File: config.mk
export PLATFORM = sky130hd
export DESIGN_NAME = inst_fetch
export DESIGN_NICKNAME = d
export VERILOG_FILES = /design/src/rtl/inst_fetch.sv
export SDC_FILE = /design/constraint.sdc
export NUM_CORES = 1
export LEC_CHECK = 0
export CORE_ASPECT_RATIO = 0.8
export CORE_UTILIZATION = 40
export DETAILED_ROUTE_END_ITERATION = 6
export GPL_TIMING_DRIVEN = 0
export PLACE_DENSITY_LB_ADDON = 0.12
export SLEW_MARGIN = 0
export SYNTH_ARGS = -nofsm -noshare
export SYNTH_HDL_FRONTEND = slang
export SYNTH_SLANG_ARGS = --single-unit
File: constraint.sdc
create_clock -name CLK -period 4.6 [get_ports CLK]
set_clock_uncertainty 0.05 [all_clocks]
set_input_delay 0.69 -clock CLK [delete_from_list [all_inputs] [get_ports CLK]]
set_output_delay 0.69 -clock CLK [all_outputs]
set_load 0.02 [all_outputs]
File: src/rtl/inst_fetch.sv
// Instruction fetch unit for the Divvy processor.
// Owns the program counter, presents it to the combinational instruction ROM,
// and registers the returned instruction for decode. Sequences start/halt,
// honours downstream stalls, and applies branch redirects with a one-cycle flush.
module inst_fetch #(
  parameter logic [15:0] START_ADDR = 16'h0000,
  parameter logic [8:0]  HALT_INST  = 9'h1FF
) (
  input  logic        CLK,
  input  logic        Reset_n,
  input  logic        Start,
  input  logic        Stall,
  input  logic        BranchTaken,
  input  logic [15:0] BranchTarget,
  input  logic [8:0]  InstOut,
  output logic [15:0] InstAddress,
  output logic [8:0]  Inst,
  output logic        InstValid,
  output logic        Done,
  output logic [15:0] FetchCount
);

  typedef enum logic [1:0] {
    S_IDLE   = 2'd0,
    S_RUN    = 2'd1,
    S_HALTED = 2'd2
  } state_e;

  state_e      state_q, state_d;
  logic [15:0] pc_q, pc_d;
  logic [8:0]  inst_q, inst_d;
  logic        valid_q, valid_d;
  logic        done_q, done_d;
  logic [15:0] count_q, count_d;

  // Saturating increment so the count sticks at all-ones instead of wrapping.
  function automatic logic [15:0] sat_inc16(input logic [15:0] v);
    if (v == 16'hFFFF) begin
      return v;
    end else begin
      return v + 16'd1;
    end
  endfunction

  // Next-state and next-output logic for the fetch sequencer.
  always_comb begin
    state_d = state_q;
    pc_d    = pc_q;
    inst_d  = inst_q;
    valid_d = valid_q;
    done_d  = done_q;
    count_d = count_q;
    case (state_q)
      S_IDLE: begin
        valid_d = 1'b0;
        done_d  = 1'b0;
        if (Start) begin
          state_d = S_RUN;
          pc_d    = START_ADDR;
          count_d = 16'h0000;
        end else begin
          state_d = S_IDLE;
        end
      end
      S_RUN: begin
        done_d = 1'b0;
        if (BranchTaken) begin
          // Redirect wins over stall; the in-flight fetch becomes a bubble.
          pc_d    = BranchTarget;
          valid_d = 1'b0;
        end else if (Stall) begin
          pc_d    = pc_q;
          valid_d = valid_q;
        end else if (InstOut == HALT_INST) begin
          // Deliver the halt instruction itself, then freeze the PC.
          inst_d  = InstOut;
          valid_d = 1'b1;
          count_d = sat_inc16(count_q);
          state_d = S_HALTED;
          done_d  = 1'b1;
        end else begin
          inst_d  = InstOut;
          valid_d = 1'b1;
          pc_d    = pc_q + 16'd1;
          count_d = sat_inc16(count_q);
        end
      end
      S_HALTED: begin
        valid_d = 1'b0;
        if (Start) begin
          state_d = S_RUN;
          pc_d    = START_ADDR;
          count_d = 16'h0000;
          done_d  = 1'b0;
        end else begin
          done_d = 1'b1;
        end
      end
      default: begin
        state_d = S_IDLE;
        pc_d    = START_ADDR;
        inst_d  = 9'h000;
        valid_d = 1'b0;
        done_d  = 1'b0;
        count_d = 16'h0000;
      end
    endcase
  end

  // State and output registers; asynchronous reset returns to IDLE at any time.
  always_ff @(posedge CLK or negedge Reset_n) begin
    if (!Reset_n) begin
      state_q <= S_IDLE;
      pc_q    <= START_ADDR;
      inst_q  <= 9'h000;
      valid_q <= 1'b0;
      done_q  <= 1'b0;
      count_q <= 16'h0000;
    end else begin
      state_q <= state_d;
      pc_q    <= pc_d;
      inst_q  <= inst_d;
      valid_q <= valid_d;
      done_q  <= done_d;
      count_q <= count_d;
    end
  end

  assign InstAddress = pc_q;
  assign Inst        = inst_q;
  assign InstValid   = valid_q;
  assign Done        = done_q;
  assign FetchCount  = count_q;

endmodule

==> impl_summary.log, run 1 <==
INFO  metric n_antenna_cell = 0
INFO  metric yosys.cell_types.count = 49
INFO  metric pin_count_of_the_biggest_net_entering_global_routing = 26
INFO  metric share_of_post_route_cells_with_drive_strength_above_1 = 5.333%
INFO  metric combinationalPowerShare = 43.4%
INFO  metric critical_path.max_stage_delay = 0.49 ns
INFO  metric worstPathRequired = 4.71 ns
INFO  metric num-fill-cells = 542
INFO  metric power.total = 1.393 mW
INFO  metric grt_remaining_overflow = 0
INFO  metric highest_routed_layer = met4
INFO  metric place.gp.congestion = 0.8218
INFO  metric die_y = 72.66 µm
INFO  metric wl_met3 = 510 µm
INFO  metric viasPerCell = 5.390
INFO  metric yosys_register_bits = 45
INFO  metric critical_path_class = in -> reg
INFO  metric final-hold-violation-count = 0
INFO  metric final_nets = 409
INFO  metric crit_family = buffers and inverters
INFO  metric rsz_0062_raised_after_global_routing = false
INFO  metric grt_first_pass_wirelength = 10910 µm
INFO  metric layout_common_cells = sky130_fd_sc_hd__clkdlybuf4s50_1 (70), sky130_fd_sc_hd__dfrtp_1 (45), sky130_fd_sc_hd__nand2_1 (41), sky130_fd_sc_hd__nor2_1 (30), sky130_fd_sc_hd__o21ai_0 (30)
INFO  metric drcViolationCount = 0
INFO  metric flop_pwr_share = 39.2%
INFO  metric ir_drop = 0.2328 mV
INFO  metric dieArea = 6562 µm²
INFO  metric wirelength = 6613 µm
INFO  metric gate_count_after_technology_mapping = 295
INFO  metric power_density = 409.0 nW/µm²
INFO  metric design.portCount = 73
INFO  metric data_arrival_time_of_the_critical_path = 2.67 ns
INFO  metric total_of_endpoints_with_negative_setup_slack_in_the_final_report = 0
INFO  metric design.core.area = 5974 µm²
INFO  metric cell_internal_pwr = 0.8099 mW
INFO  metric power_leakage = 1.331 nW
INFO  metric cts.sink_count = 45
INFO  metric sw_frac_of_total = 41.86%
INFO  metric type_of_the_worst_min_delay_path = in -> async
INFO  metric synth_area = 2496 µm²
INFO  metric cts-buffers-inserted = 5
INFO  metric post_cts_hold_buffer_count = 0
INFO  metric synth_area_per_cell = 8.462 µm²
INFO  metric yosys_warns = 0
INFO  metric portBuffers = 71
INFO  metric drt_pass1_iterations = 4
INFO  metric status = complete, no violations
INFO  metric fin_crit_sh = 55.58%
INFO  metric initial_utilization = 41.78%
INFO  metric slew_headroom = 54.43%
INFO  metric die_x = 90.32 µm
INFO  metric cap_violations = 0
INFO  metric synthesized_netlist_net_count = 330
INFO  metric post_route_setup_tns = 0 ns
INFO  metric report.final.slew_viol_count = 0
INFO  metric max_freq = 391.2 MHz
INFO  metric met1Wirelength = 3425 µm
INFO  metric end_kind = flop
INFO  metric grt_antenna_before_repair = 0
INFO  metric area_delta_synth_final = 36.44%
INFO  metric cp_max_fo = 10
INFO  metric tightest_slew = 0.6773 ns
INFO  metric detailed_place_hpwl = 4818 µm
INFO  metric detail_route.iter0.violations = 186
INFO  metric clk-insertion-delay-late = 0.30 ns
INFO  metric p_switching = 0.5831 mW
INFO  metric critPathSlowestCell = sky130_fd_sc_hd__clkdlybuf4s50_1
INFO  metric synth_seq_area_share = 45.11%
INFO  metric mostFrequentLayoutCell = sky130_fd_sc_hd__clkdlybuf4s50_1
INFO  metric num_vias = 2458
INFO  metric area.sequential = 1126 µm²
INFO  metric timing.final.crit_period = 2.557 ns
INFO  metric first_global_vias = 2208
INFO  metric power.share.clock = 17.4%
INFO  metric postcts_setup_bufs = 0
INFO  metric startpoint_type = input port
INFO  metric ant_nets = 0
INFO  metric detailroute.wirelength.met2 = 2620 µm
INFO  metric tritoncts = yes
INFO  metric htreeDepth = 2
INFO  metric num_rows = 25
INFO  metric hold_slack = 0.2985 ns
INFO  metric multiInputGateArea = 1301 µm²
INFO  metric track_usage = 20.88%
INFO  metric clk_pin_slew_worst_paths = 0.09 ns
INFO  metric cts_max_path_buffers = 2
INFO  metric clock_tree_root_buffer_cell = sky130_fd_sc_hd__clkbuf_8
INFO  metric cp_num_buf_inv = 2
INFO  metric crit_chain = clkdlybuf4s50_1, nand4_1, nor4_1, a211o_1, or2_1, clkbuf_1, o22ai_1
INFO  metric wl_per_cell = 14.50 µm
INFO  metric cts-resized-gates = 0
[worst paths after layout]
check | startpoint | endpoint | slack [ns] | cells past startpoint
hold / removal | Reset_n | Inst[1]$_DFFE_PN0P_ | 0.30 | 1
min in group CLK | Inst[6]$_DFFE_PN0P_ | Inst[6]$_DFFE_PN0P_ | 0.43 | 2
setup / recovery | InstOut[6] | InstAddress[3]$_DFFE_PN0P_ | 2.04 | 7
setup reg to reg | state_q[1]$_DFFE_PN0P_ | InstAddress[3]$_DFFE_PN0P_ | 2.07 | 8
hold reg to reg | Inst[6]$_DFFE_PN0P_ | Inst[6]$_DFFE_PN0P_ | 0.43 | 2
max in group asynchronous | Reset_n | InstAddress[0]$_DFFE_PN0P_ | 3.68 | 2
[worst register-to-register path: cells and delay by family (launching register included)]
family          cells  cell delay [ns]
simple gates        2             0.47
compound gates      2             0.47
fa+ha+maj           1             0.29
buf+inv             3             0.72
flops               1             0.39
[stage by stage]
step	utilization (%)	instance area, µm²	std cells	setup WS, ns
2_1_floorplan	-	2496	295	2.434
3_3_place_gp	55.37	3308	447	1.424
3_5_place_dp	55.62	3323	448	1.774
4_1_cts	57.01	3406	456	2.079
5_1_grt	57.01	3406	456	1.836
6_report	57.01	3406	456	2.043
[power by group through the flow]
| stage | clock, mW | combinational (mW) | sequential [mW] |
|---|---|---|---|
| 3_5_place_dp | 0 | 0.609 | 0.553 |
| 5_1_grt | 0.266 | 0.671 | 0.558 |
| 4_1_cts | 0.250 | 0.609 | 0.546 |
| 6_report | 0.242 | 0.605 | 0.546 |
| 2_1_floorplan | 0 | 0.280 | 0.614 |
| 3_3_place_gp | 0 | 0.601 | 0.552 |
[per-layer routing]
| metal | up-vias | GRT usage (%) |
|---|---|---|
| met4 | 0 | 5.556 |
| met1 | 1124 | 32.54 |
| met3 | 6 | 4.271 |
| li1 | 1235 | - |
| met5 | - | 0 |
| met2 | 93 | 29.09 |
[flip-flops by register name (all words and copies together), names as in the netlist]
name and count:
FetchCount 16, Done 1, state_q 2, InstValid 1, Inst 9, InstAddress 16
[synth_stat cells (all sizes together)]
cell | number | area, µm²
nand4 | 8 | 50.05
clkbuf | 9 | 33.78
inv | 7 | 26.27
nand3 | 11 | 77.58
nand2b | 2 | 12.51
nor2 | 30 | 112.6
or3b | 1 | 8.760
nor3 | 11 | 55.05
o2bb2ai | 1 | 8.760
mux2 | 1 | 11.26
o211ai | 1 | 7.510
or4 | 2 | 18.77
o21a | 1 | 7.510
o22ai | 2 | 12.51
nor3b | 1 | 7.510
a311oi | 2 | 17.52
or3 | 3 | 23.77
ha | 5 | 62.56
mux2i | 5 | 50.05
a22oi | 5 | 37.54
and3 | 5 | 32.53
nor2b | 2 | 12.51
or2 | 2 | 12.52
nor4b | 1 | 8.760
nor4 | 7 | 43.79
a21oi | 21 | 105.1
xor2 | 1 | 8.760
o31ai | 1 | 7.510
o21ai | 44 | 220.2
o22a | 1 | 8.760
a22o | 2 | 17.52
dfrtp | 45 | 1126
and2 | 2 | 12.51
a31o | 1 | 8.760
a31oi | 5 | 31.28
a32oi | 2 | 17.52
a211o | 1 | 8.760
and4 | 1 | 8.760
buf | 2 | 8.750
nand2 | 41 | 153.9
[kinds of logic (layout without fill, tap and decap cells)]
logic type | count (synthesis) | after routing | synth area share (%)
simple gates | 130 | 130 | 26.12
fa+ha+maj | 5 | 5 | 2.506
xor+xnor | 1 | 1 | 0.3509
compound gates | 90 | 90 | 20.70
buf+inv | 18 | 98 | 2.756
mux | 6 | 6 | 2.456
flops | 45 | 45 | 45.11
[layout make-up]
class	instances	area share, %
well taps	81	2.976
multi-input cells	232	38.21
inverters	7	0.7715
plain buffers	11	1.249
flip-flops and latches	45	33.06
clock buffers	6	2.131
repair buffers	72	21.31
clock inverters	2	0.2939
No activity file was read; power rests on OpenSTA's default activity.
==> run 2, diff against run 1 <==
==> constraint.sdc (replaced) <==
create_clock -name CLK -period 2.51 [get_ports CLK]
set_clock_uncertainty 0.05 [all_clocks]
set_input_delay 0.3765 -clock CLK [delete_from_list [all_inputs] [get_ports CLK]]
set_output_delay 0.3765 -clock CLK [all_outputs]
set_load 0.02 [all_outputs]
==> run 2 against run 1 <==
Against the previous run:
- sequential cell count unchanged
- register-to-register slack worse by 1.9 ns
- routed wire length up 1.2%
- via count up 2.4%
- global-route usage unchanged
- worst setup slack worse by 1.8 ns
- critical endpoint unchanged
- largest cell class unchanged
==> impl_summary.log, run 2 (same netlist as run 1, synthesis figures left out) <==
INFO  metric type_of_the_worst_min_delay_path = reg -> reg
INFO  metric startpoint_type = flop
INFO  metric layout_common_cells = sky130_fd_sc_hd__clkdlybuf4s50_1 (70), sky130_fd_sc_hd__dfrtp_1 (45), sky130_fd_sc_hd__nand2_1 (41), sky130_fd_sc_hd__nor2_1 (30), sky130_fd_sc_hd__o21ai_0 (30)
INFO  metric timing.reg2reg.setup_slack = 0.21 ns
INFO  metric die_x = 90.32 µm
INFO  metric htreeDepth = 2
INFO  metric timing.rr.end = InstAddress[3]$_DFFE_PN0P_
INFO  metric drt_pass1_iterations = 4
INFO  metric area_delta_synth_final = 37.54%
INFO  metric cap_violations = 0
INFO  metric total_of_endpoints_with_negative_setup_slack_in_the_final_report = 0
INFO  metric report.final.slew_viol_count = 0
INFO  metric ant_nets = 0
INFO  metric tritoncts = yes
INFO  metric fin_crit_sh = 91.82%
INFO  metric ir_drop = 0.4273 mV
INFO  metric initial_utilization = 41.78%
INFO  metric wirelength = 6690 µm
INFO  metric critical_path.reg2reg.startpoint = state_q[0]$_DFFE_PN0P_
INFO  metric drcViolationCount = 0
INFO  metric cts.sink_count = 45
INFO  metric timing.final.crit_period = 2.305 ns
INFO  metric clk_pin_slew_worst_paths = 0.09 ns
INFO  metric portBuffers = 71
INFO  metric end_kind = flop
INFO  metric dpl-instance-area = 3323 µm²
INFO  metric post_route_setup_tns = 0 ns
INFO  metric final_cell_count_no_fill = 459
INFO  metric data_arrival_time_of_the_critical_path = 2.47 ns
INFO  metric status = complete, no violations
INFO  metric rsz_0062_raised_after_global_routing = false
INFO  metric cp_max_fo = 10
INFO  metric num_vias = 2517
INFO  metric final_nets = 412
INFO  metric worstPathRequired = 2.68 ns
INFO  metric clock_tree_root_buffer_cell = sky130_fd_sc_hd__clkbuf_8
INFO  metric place.gp.congestion = 0.8218
INFO  metric worst_r2r_path_depth = 7
INFO  metric tightest_slew = 0.6684 ns
INFO  metric detailedPlace.worstSlack = -0.002292 ns
INFO  metric critical_path.endpoint = InstAddress[3]$_DFFE_PN0P_
INFO  metric clk-insertion-delay-late = 0.30 ns
INFO  metric layout.cell_area.non_filler = 3433 µm²
INFO  metric num_rows = 25
INFO  metric n_antenna_cell = 0
INFO  metric track_usage = 20.88%
INFO  metric power_leakage = 1.352 nW
INFO  metric grt_first_pass_wirelength = 10910 µm
INFO  metric detail_route.iter0.violations = 165
INFO  metric critical_path_class = reg -> reg
INFO  metric final-hold-violation-count = 0
INFO  metric mostFrequentLayoutCell = sky130_fd_sc_hd__clkdlybuf4s50_1
INFO  metric viasPerCell = 5.484
INFO  metric pin_count_of_the_biggest_net_entering_global_routing = 26
INFO  metric share_of_post_route_cells_with_drive_strength_above_1 = 6.349%
INFO  metric wl_per_cell = 14.58 µm
INFO  metric power_density = 750.4 nW/µm²
INFO  metric die_y = 72.66 µm
INFO  metric design.portCount = 73
INFO  metric grt_antenna_before_repair = 0
INFO  metric grt_remaining_overflow = 0
INFO  metric dieArea = 6562 µm²
INFO  metric design.core.area = 5974 µm²
INFO  metric fin_ws = 0.2053 ns
INFO  metric power.total = 2.576 mW
INFO  metric worstSetupStartpoint = state_q[0]$_DFFE_PN0P_
INFO  metric slew_headroom = 55.03%
INFO  metric cts_max_path_buffers = 2
INFO  metric cts-buffers-inserted = 5
INFO  metric max_freq = 433.9 MHz
INFO  metric first_global_vias = 2208
INFO  metric placedCellCount = 448
INFO  metric detailed_place_hpwl = 4818 µm
[run 2: worst min path at each step]
| stage | to | slack [ns] | start | depth (start not counted) |
|---|---|---|---|---|
| finish | Inst[6]$_DFFE_PN0P_ | 0.43 | Inst[6]$_DFFE_PN0P_ | 2 |
| global route | Inst[3]$_DFFE_PN0P_ | 0.47 | Inst[3]$_DFFE_PN0P_ | 2 |
| CTS | Inst[4]$_DFFE_PN0P_ | 0.44 | Inst[4]$_DFFE_PN0P_ | 2 |
| detailed placement | Inst[1]$_DFFE_PN0P_ | 0.33 | Reset_n | 1 |
| global placement | Inst[5]$_DFFE_PN0P_ | 0.41 | Inst[5]$_DFFE_PN0P_ | 2 |
| floorplan | Done$_DFF_PN0_ | 0.03 | Reset_n | 0 |
[run 2: cell type report]
type	count	area, µm²
fill	542	2541
multi-input combinational	232	1301
sequential	45	1126
timing repair buffer	75	750.7
tap	81	101.3
clock buffer	6	72.57
buffer	11	45.04
inverter	7	26.28
clock inverter	2	10.01
[run 2: critical path, cell delays in order (launching register included)]
cell,delay [ns]
sky130_fd_sc_hd__dfrtp_1,0.47
sky130_fd_sc_hd__ha_1,0.31
sky130_fd_sc_hd__inv_2,0.19
sky130_fd_sc_hd__nor2_1,0.12
sky130_fd_sc_hd__a211o_1,0.36
sky130_fd_sc_hd__or2_1,0.27
sky130_fd_sc_hd__clkbuf_2,0.24
sky130_fd_sc_hd__o22ai_1,0.20
[run 2: per-layer routing]
metal / up-vias / GRT usage, % / part of all wire, %
met2: 97 / 29.09 / 40
met5: - / 0 / 0
li1: 1241 / - / -
met4: 0 / 5.556 / 0.84
met1: 1173 / 32.54 / 53
met3: 6 / 4.271 / 6.8
[run 2: what timing repair did]
| action | in CTS | in global routing |
|---|---|---|
| gates resized for setup | 0 | 4 |
| hold endpoints to repair | 12 | 0 |
| endpoints found under the setup margin | 0 | 11 |
| hold buffers | 1 | 0 |
| setup buffers | 0 | 2 |
[run 2: power by group]
part | switching (mW) | internal [mW] | total (mW) | leakage, nW
clock | 0.250 | 0.193 | 0.443 | 0.0450
combinational | 0.675 | 0.455 | 1.13 | 0.691
sequential | 0.152 | 0.851 | 1.00 | 0.616
total | 1.08 | 1.50 | 2.58 | 1.35
[run 2: per-stage QoR]
| step | utilization, % | hold slack (ns) |
|---|---|---|
| 6_report | 57.47 | 0.4341 |
| 5_1_grt | 57.47 | 0.4715 |
| 4_1_cts | 57.17 | 0.4427 |
| 3_5_place_dp | 55.62 | 0.3273 |
| 3_3_place_gp | 55.37 | 0.4123 |
| 2_1_floorplan | - | 0.03091 |
==> run 3, diff against run 2 <==
--- a/config.mk
+++ b/config.mk
@@ -6,10 +6,11 @@
 export NUM_CORES = 1
 export LEC_CHECK = 0
 export CORE_ASPECT_RATIO = 0.8
-export CORE_UTILIZATION = 40
+export CORE_UTILIZATION = 47
 export DETAILED_ROUTE_END_ITERATION = 6
 export GPL_TIMING_DRIVEN = 0
 export PLACE_DENSITY_LB_ADDON = 0.12
+export SKIP_CTS_REPAIR_TIMING = 1
 export SLEW_MARGIN = 0
 export SYNTH_ARGS = -nofsm -noshare
 export SYNTH_HDL_FRONTEND = slang
==> run 3 against run 2 <==
Against the previous run:
- non-clock buffer count shrank 2
- clock power barely moved
- routed wire length rose by 1.1%
- cell count decreased by 4.6%
- total power is essentially flat
- sequential power barely moved
- hold slack worse by 0.0012 ns
- first-iteration DRC count rose by 42%
- critical path type unchanged
- largest cell class unchanged
- largest power group unchanged
==> impl_summary.log, run 3 (same netlist as run 1, synthesis figures left out) <==
INFO  metric status = complete, no violations
INFO  metric ir_drop = 0.5223 mV
INFO  metric hold_start = Inst[6]$_DFFE_PN0P_
INFO  metric pin_count_of_the_biggest_net_entering_global_routing = 32
INFO  metric tightest_slew = 0.6240 ns
INFO  metric grt_antenna_before_repair = 0
INFO  metric area_delta_synth_final = 36.34%
INFO  metric cap_violations = 0
INFO  metric power_density = 756.7 nW/µm²
INFO  metric n_antenna_cell = 0
INFO  metric portBuffers = 71
INFO  metric tritoncts = yes
INFO  metric cts-buffers-inserted = 5
INFO  metric crit_chain = ha_2, inv_2, nor2_1, a211o_1, or2_1, clkbuf_2, o22ai_1
INFO  metric share_of_post_route_cells_with_drive_strength_above_1 = 6.383%
INFO  metric cts.sink_count = 45
INFO  metric drt_pass1_iterations = 5
INFO  metric report.final.slew_viol_count = 0
INFO  metric wl_per_cell = 15.44 µm
INFO  metric worstPathRequired = 2.68 ns
INFO  metric wirelength = 6764 µm
INFO  metric viasPerCell = 5.902
INFO  metric design.core.area = 5065 µm²
INFO  metric max_freq = 432.4 MHz
INFO  metric fin_crit_sh = 92.14%
INFO  metric type_of_the_worst_min_delay_path = reg -> reg
INFO  metric cp_max_fo = 10
INFO  metric timing.rr.end = InstAddress[3]$_DFFE_PN0P_
INFO  metric critical_path.reg2reg.startpoint = state_q[0]$_DFFE_PN0P_
INFO  metric critical_path.max_stage_delay = 0.46 ns
INFO  metric place.gp.congestion = 0.9278
INFO  metric timing.final.crit_period = 2.313 ns
INFO  metric dieArea = 5608 µm²
INFO  metric grt_remaining_overflow = 0
INFO  metric detail_route.iter0.violations = 234
INFO  metric detailedPlace.worstSlack = -0.04706 ns
INFO  metric track_usage = 24.97%
INFO  metric grt.met2_usage = 37.91%
INFO  metric critPathSlowestCell = sky130_fd_sc_hd__dfrtp_1
INFO  metric power_leakage = 1.340 nW
INFO  metric worst_r2r_path_depth = 7
INFO  metric post_route_setup_tns = 0 ns
INFO  metric htreeDepth = 2
INFO  metric crit_family = compound AO/OA/AOI/OAI gates
INFO  metric mostFrequentLayoutCell = sky130_fd_sc_hd__clkdlybuf4s50_1
INFO  metric startpoint_type = flop
INFO  metric grt_first_pass_wirelength = 11030 µm
INFO  metric die_x = 83.48 µm
INFO  metric clk_pin_slew_worst_paths = 0.09 ns
INFO  metric num_rows = 23
INFO  metric gr-max-usage-layer = met2
INFO  metric drcViolationCount = 0
INFO  metric final_nets = 410
INFO  metric die_y = 67.18 µm
INFO  metric layout_common_cells = sky130_fd_sc_hd__clkdlybuf4s50_1 (70), sky130_fd_sc_hd__dfrtp_1 (45), sky130_fd_sc_hd__nand2_1 (41), sky130_fd_sc_hd__nor2_1 (30), sky130_fd_sc_hd__o21ai_0 (30)
INFO  metric fin_ws = 0.1974 ns
INFO  metric design.portCount = 73
INFO  metric clk-insertion-delay-late = 0.30 ns
INFO  metric total_of_endpoints_with_negative_setup_slack_in_the_final_report = 0
INFO  metric timing.reg2reg.setup_slack = 0.20 ns
INFO  metric rsz_0062_raised_after_global_routing = false
INFO  metric first_global_vias = 2246
INFO  metric globalRouteMet1Util = 36.76%
INFO  metric num_vias = 2585
INFO  metric slew_headroom = 58.02%
INFO  metric initial_utilization = 49.28%
INFO  metric data_arrival_time_of_the_critical_path = 2.48 ns
INFO  metric met3_usage = 4.645%
INFO  metric hold-path-endpoint = Inst[6]$_DFFE_PN0P_
INFO  metric ant_nets = 0
INFO  metric clock_tree_root_buffer_cell = sky130_fd_sc_hd__clkbuf_8
INFO  metric critical_path_class = reg -> reg
INFO  metric end_kind = flop
INFO  metric final-hold-violation-count = 0
INFO  metric cts_max_path_buffers = 2
INFO  metric number_of_cells_traversed_by_the_worst_hold_path = 2
INFO  metric cp_num_buf_inv = 2
INFO  metric detailed_place_hpwl = 4830 µm
-- run 3: metal layers --
layer / up-vias / wire [µm]
met5: - / 0
met4: 0 / 74
met3: 13 / 452
met2: 105 / 2903
met1: 1223 / 3333
li1: 1244 / -
-- run 3: how the worst max path moves through the flow --
stage | start | to | slack, ns | cells past startpoint
after CTS | state_q[1]$_DFFE_PN0P_ | InstAddress[3]$_DFFE_PN0P_ | -0.03 | 8
after detailed placement | InstOut[5] | InstAddress[3]$_DFFE_PN0P_ | -0.05 | 7
after floorplan | InstAddress[5]$_DFFE_PN0P_ | InstAddress[15]$_DFFE_PN0P_ | 0.38 | 5
after global placement | Reset_n | InstAddress[4]$_DFFE_PN0P_ | -0.26 | 1
after global routing | state_q[0]$_DFFE_PN0P_ | InstAddress[3]$_DFFE_PN0P_ | 0.03 | 7
final | state_q[0]$_DFFE_PN0P_ | InstAddress[3]$_DFFE_PN0P_ | 0.20 | 7
-- run 3: tightest hold or removal path, delay by kind of cell (launching register included) --
| kind | cells | cell delay, ns |
|---|---|---|
| and+or+nand+nor | 1 | 0.04 |
| AOI/OAI and AO/OA | 1 | 0.06 |
| DFF | 1 | 0.35 |
-- run 3: final cells by class --
cell class,instances,area (µm²)
plain buffers,11,45.04
clock buffers,6,72.57
multi-input cells,232,1310
well taps,62,77.57
repair buffers,73,735.7
fillers,440,1662
clock inverters,2,10.01
inverters,7,26.28
flip-flops and latches,45,1126
-- run 3: where the power goes --
part / total (mW) / internal [mW] / switching [mW]
logic: 1.12 / 0.445 / 0.679
registers: 1.01 / 0.851 / 0.154
clock network: 0.446 / 0.194 / 0.252
total: 2.58 / 1.49 / 1.09
-- run 3: stage by stage --
stage / std cells / hold slack [ns] / power (mW) / area, µm² / util, %
floorplan: 295 / 0.03091 / 1.638 / 2496 / -
CTS: 437 / -0.06808 / 2.572 / 3382 / 66.77
global route: 438 / 0.4724 / 2.743 / 3403 / 67.19
global placement: 428 / 0.4106 / 2.099 / 3284 / 64.85
finish: 438 / 0.4329 / 2.575 / 3403 / 67.19
detailed placement: 429 / 0.2603 / 2.125 / 3299 / 65.14
